$ cat src/rtl/shift_add_multiplier.sv
// shift_add_multiplier: sequential shift-add multiplier, one multiplier bit per cycle, unsigned or two's complement.
module shift_add_multiplier #(
  parameter int A_W = 12,
  parameter int B_W = 4
) (
  input  logic                 clk,
  input  logic                 rst_n,
  input  logic                 start,
  input  logic                 clear,
  input  logic                 signed_mode,
  input  logic [A_W-1:0]       a,
  input  logic [B_W-1:0]       b,
  output logic                 busy,
  output logic                 done,
  output logic [A_W+B_W-1:0]   p
);
  localparam int P_W = A_W + B_W;
  localparam int C_W = $clog2(B_W + 1);
  typedef enum logic [1:0] {IDLE, RUN, DONE} state_t;
  state_t         state;
  logic [P_W-1:0] acc, mcand, term, acc_nx;
  logic [B_W-1:0] mplier;
  logic [C_W-1:0] cnt;
  logic           sgn;
  assign busy = state == RUN;
  assign done = state == DONE;
  // The top multiplier bit carries negative weight in two's complement, so it is subtracted.
  always_comb begin
    term   = mplier[0] ? mcand : '0;
    acc_nx = (sgn && cnt == C_W'(1)) ? acc - term : acc + term;
  end
  always_ff @(posedge clk or negedge rst_n) begin
    if (!rst_n) begin
      state  <= IDLE;
      acc    <= '0;
      mcand  <= '0;
      mplier <= '0;
      cnt    <= '0;
      sgn    <= 1'b0;
      p      <= '0;
    end else if (clear) begin
      state <= IDLE;
    end else if (state != RUN && start) begin
      state  <= RUN;
      acc    <= '0;
      mcand  <= {{B_W{a[A_W-1] & signed_mode}}, a};
      mplier <= b;
      cnt    <= C_W'(B_W);
      sgn    <= signed_mode;
    end else if (state == RUN) begin
      acc    <= acc_nx;
      mcand  <= mcand << 1;
      mplier <= mplier >> 1;
      cnt    <= cnt - C_W'(1);
      if (cnt == C_W'(1)) begin
        p     <= acc_nx;
        state <= DONE;
      end
    end else begin
      state <= IDLE;
    end
  end
endmodule

$ cat config.mk
export PLATFORM = sky130hd
export DESIGN_NAME = shift_add_multiplier
export DESIGN_NICKNAME = d
export VERILOG_FILES = /design/src/rtl/shift_add_multiplier.sv
export SDC_FILE = /design/constraint.sdc
export NUM_CORES = 1
export LEC_CHECK = 0
export ABC_AREA = 1
export CORE_UTILIZATION = 57
export CTS_CLUSTER_SIZE = 16
export DETAILED_ROUTE_END_ITERATION = 12
export HOLD_SLACK_MARGIN = 0.1
export PLACE_DENSITY = 0.8
export SLEW_MARGIN = 25
export SYNTH_ARGS = -nofsm -noshare
export SYNTH_HDL_FRONTEND = slang
export SYNTH_SLANG_ARGS = --single-unit
$ cat constraint.sdc
create_clock -name clk -period 2.9 [get_ports clk]
set_input_delay 0.87 -clock clk [delete_from_list [all_inputs] [get_ports clk]]
set_output_delay 0.87 -clock clk [all_outputs]
set_load 0.05 [all_outputs]
==> run metrics, run 1 <==
status=completed; Worst VDD drop=~0.00073 V; Initial Util=0.588; Max clock buf depth=2; synthesis-to-layout area growth=19.3%; H-tree Lvls=3; sequential share of the synthesized area=0.391; leakage=2.28 nW; register bit total from synthesis=58; syn_area_per_cell=7.43 um^2; # diodes=0; wire per inst=13.0 um; vias per std cell=approximately 5.3; # port buffers=38; mux share of post-synthesis cell area=0; Post-Synthesis Cells=500; overall power=0.00512 W; Num CTS Buffers=9; PD cells=1160 nW/um^2; Synth Area in Compound Gates=0.126; DR DRC count=0; Worst setup EP type=primary output; CP Max Fanout=3; DP Area=4170 um^2; Overflow after GRT=0; Worst-Skew Late Latency=0.34 ns; final setup fails=0; RSZ-0062 raised after global routing=yes; Synth Area in XOR/XNOR=0.0448; crit start category=flip-flop; overall routing resource usage=0.274; PnR worst setup slack=0.190 ns; HP Class=flip-flop to flip-flop; fmax=~370 MHz; combinational family with the most area after synthesis=simple AND/OR/NAND/NOR gates; Max Cap Viol=0; Post-Synth Simple-Gate Area=0.293; largest net degree at the start of global routing=just under 60; Post-Route Skew=0.00913 ns; Final period util=0.935; CTS clk-pin slew, worst paths=0.07 ns; DRC violation total after the first TritonRoute iteration=186; die area=6840 um^2; Rows=29; DIE WIDTH=82.7 um; pre-CTS setup slack=-0.00150 ns; CTS tree=done; half-perimeter wire length after placement=approximately 6000 um; kind of critical path=flip-flop to primary output; core area=~6300 um^2; RePlAce Congestion=0.905; Tmin final=roughly 2.7 ns; antenna violations before repair=0; Ports=39; Post-Route WL=8150 um; fin area=4430 um^2; Netlist Area Pre-Place=3710 um^2; nets=585; Util after Layout=0.702; Max transition margin=0.529; Ys Warns=0; Req. time, crit path=2.03 ns; worst slew pin tran=0.707 ns; adder-cell share of the synthesized area=0.0660; vias in the first global route=3066; Pre-antenna DRT Iters=5; Slew Limit Fails=0; clock tree sinks=a little under 60; Die H=82.7 um; syn nets=540; CTS Hold Bufs=0; post-detailed-route count of antenna-violating nets=0; crit path DAT=1.84 ns; vias=3289; layout cells sized above 1=0.122; Yosys cell types=33; first-pass GRT wire length=13900 um; Root Buffer=clkbuf_8; filler cell count=543; Hold Fails Final Rpt=0
## critical path: stages (launching register included)
cell             delay, ns
dfrtp_1               0.38
inv_1                 0.07
nand2_1               0.13
inv_1                 0.12
clkdlybuf4s50_1       0.81
## metal layers
layer | part of all wire | vias up | global-route usage
met4 | 0.019 | 0 | 0.109
li1 | - | 1697 | -
met1 | 0.44 | 1494 | 0.332
met5 | 0 | - | 0
met3 | 0.046 | 17 | 0.0549
met2 | 0.49 | 81 | 0.475
## layout by cell type, fill, tap and decap left out, drive strengths merged
| cell | netlist | layout |
|---|---|---|
| nand3 | 32 | 32 |
| nor3 | 1 | 1 |
| clkbuf | 8 | 12 |
| a21boi | 2 | 2 |
| nor2 | 42 | 42 |
| fa | 1 | 1 |
| o21bai | 2 | 2 |
| xnor2 | 8 | 8 |
| o211ai | 1 | 1 |
| nand2 | 161 | 161 |
| a21o | 1 | 1 |
| o22a | 1 | 1 |
| xor2 | 11 | 11 |
| nand3b | 3 | 3 |
| o21ai | 65 | 65 |
| nand4 | 6 | 6 |
| dfrtp | 58 | 58 |
| clkinv | 1 | 4 |
| clkdlybuf4s50 | 0 | 37 |
| ha | 18 | 18 |
| buf | 6 | 11 |
| a21oi | 13 | 13 |
| inv | 56 | 56 |
| o22ai | 3 | 3 |
## what timing repair did
| action | 4_1_cts | 5_1_grt |
|---|---|---|
| setup buffers | 0 | 1 |
| gates resized for setup | 1 | 22 |
| pin swaps | 0 | 2 |
| setup endpoints to repair | 3 | 22 |
## final cells by class
cell class                      count  area (um^2)  share of cell area
Clock buffer                       12          155              0.0350
Clock inverter                      3         15.0             0.00339
Inverter                           57          214              0.0483
Multi-Input combinational cell    371         2040               0.461
Sequential cell                    58         1450               0.328
Tap cell                           77         96.3              0.0218
Timing Repair Buffer               48          454               0.103
## where the power goes
group          internal [W]  switching, W
Clock              0.000347      0.000315
Sequential          0.00108      0.000202
Combinational       0.00118       0.00200
## synth_stat cells
cell type	count	area, um^2
buf_1	1	3.75
o21ai_0	59	295
nand2_1	142	533
buf_2	3	15.0
xor2_1	11	96.3
nand2_2	12	75.1
nor2_2	2	12.5
a21oi_1	13	65.1
o21ai_1	5	25.0
buf_12	1	20.0
nor2_4	2	22.5
buf_6	1	11.3
a21o_1	1	7.51
o21ai_2	1	8.76
nor2_1	38	143
nor3_1	1	5.00
clkinv_1	1	3.75
nand2_4	7	78.8
clkbuf_1	8	30.0
nand4_1	6	37.5
o211ai_1	1	7.51
o22ai_1	3	18.8
nand3_1	32	160
o22a_1	1	8.76
dfrtp_1	58	1450
xnor2_1	8	70.1
fa_1	1	20.0
inv_1	55	206
ha_1	18	225
nand3b_1	3	22.5
o21bai_1	2	15.0
inv_2	1	3.75
a21boi_0	2	15.0
## sequential cells by signal (all words and copies together), names as in the netlist
signal and count:
acc 16, state 2, mplier 4, p 16, cnt 3, mcand 16, sgn 1
## worst paths after layout
path	from	to	slack, ns	cells past startpoint
min in group asynchronous	rst_n	p[3]	0.67	2
max in group asynchronous	rst_n	mplier[0]	1.72	2
hold reg to reg	p[8]	p[8]	0.47	2
setup / recovery	state[1]	busy	0.19	4
hold / removal	p[8]	p[8]	0.47	2
setup reg to reg	cnt[0]	p[13]	0.24	17
## cells by family (layout without fill, tap and decap cells)
group | Yosys count | after routing
DFF | 58 | 58
buffers and inverters | 71 | 120
adders and majority gates | 19 | 19
xor gates and xnor gates | 19 | 19
and+or+nand+nor | 245 | 245
AOI/OAI and AO/OA | 88 | 88
## per-stage QoR
stage          hold slack [ns]  TNS [ns]  cells
5_1_grt                  0.495   -0.0257    626
2_1_floorplan            0.437         0    500
6_report                 0.475         0    626
3_5_place_dp             0.464  -0.00150    610
4_1_cts                  0.482         0    625
3_3_place_gp             0.452         0    610
No activity file was read; power rests on OpenSTA's default activity.
==> run 2, diff against run 1 <==
Settings changed: SLEW_MARGIN 25 to unset.
==> results of run 2 <==
No change in the layout: final DEF, timing and power equal those of run 1.
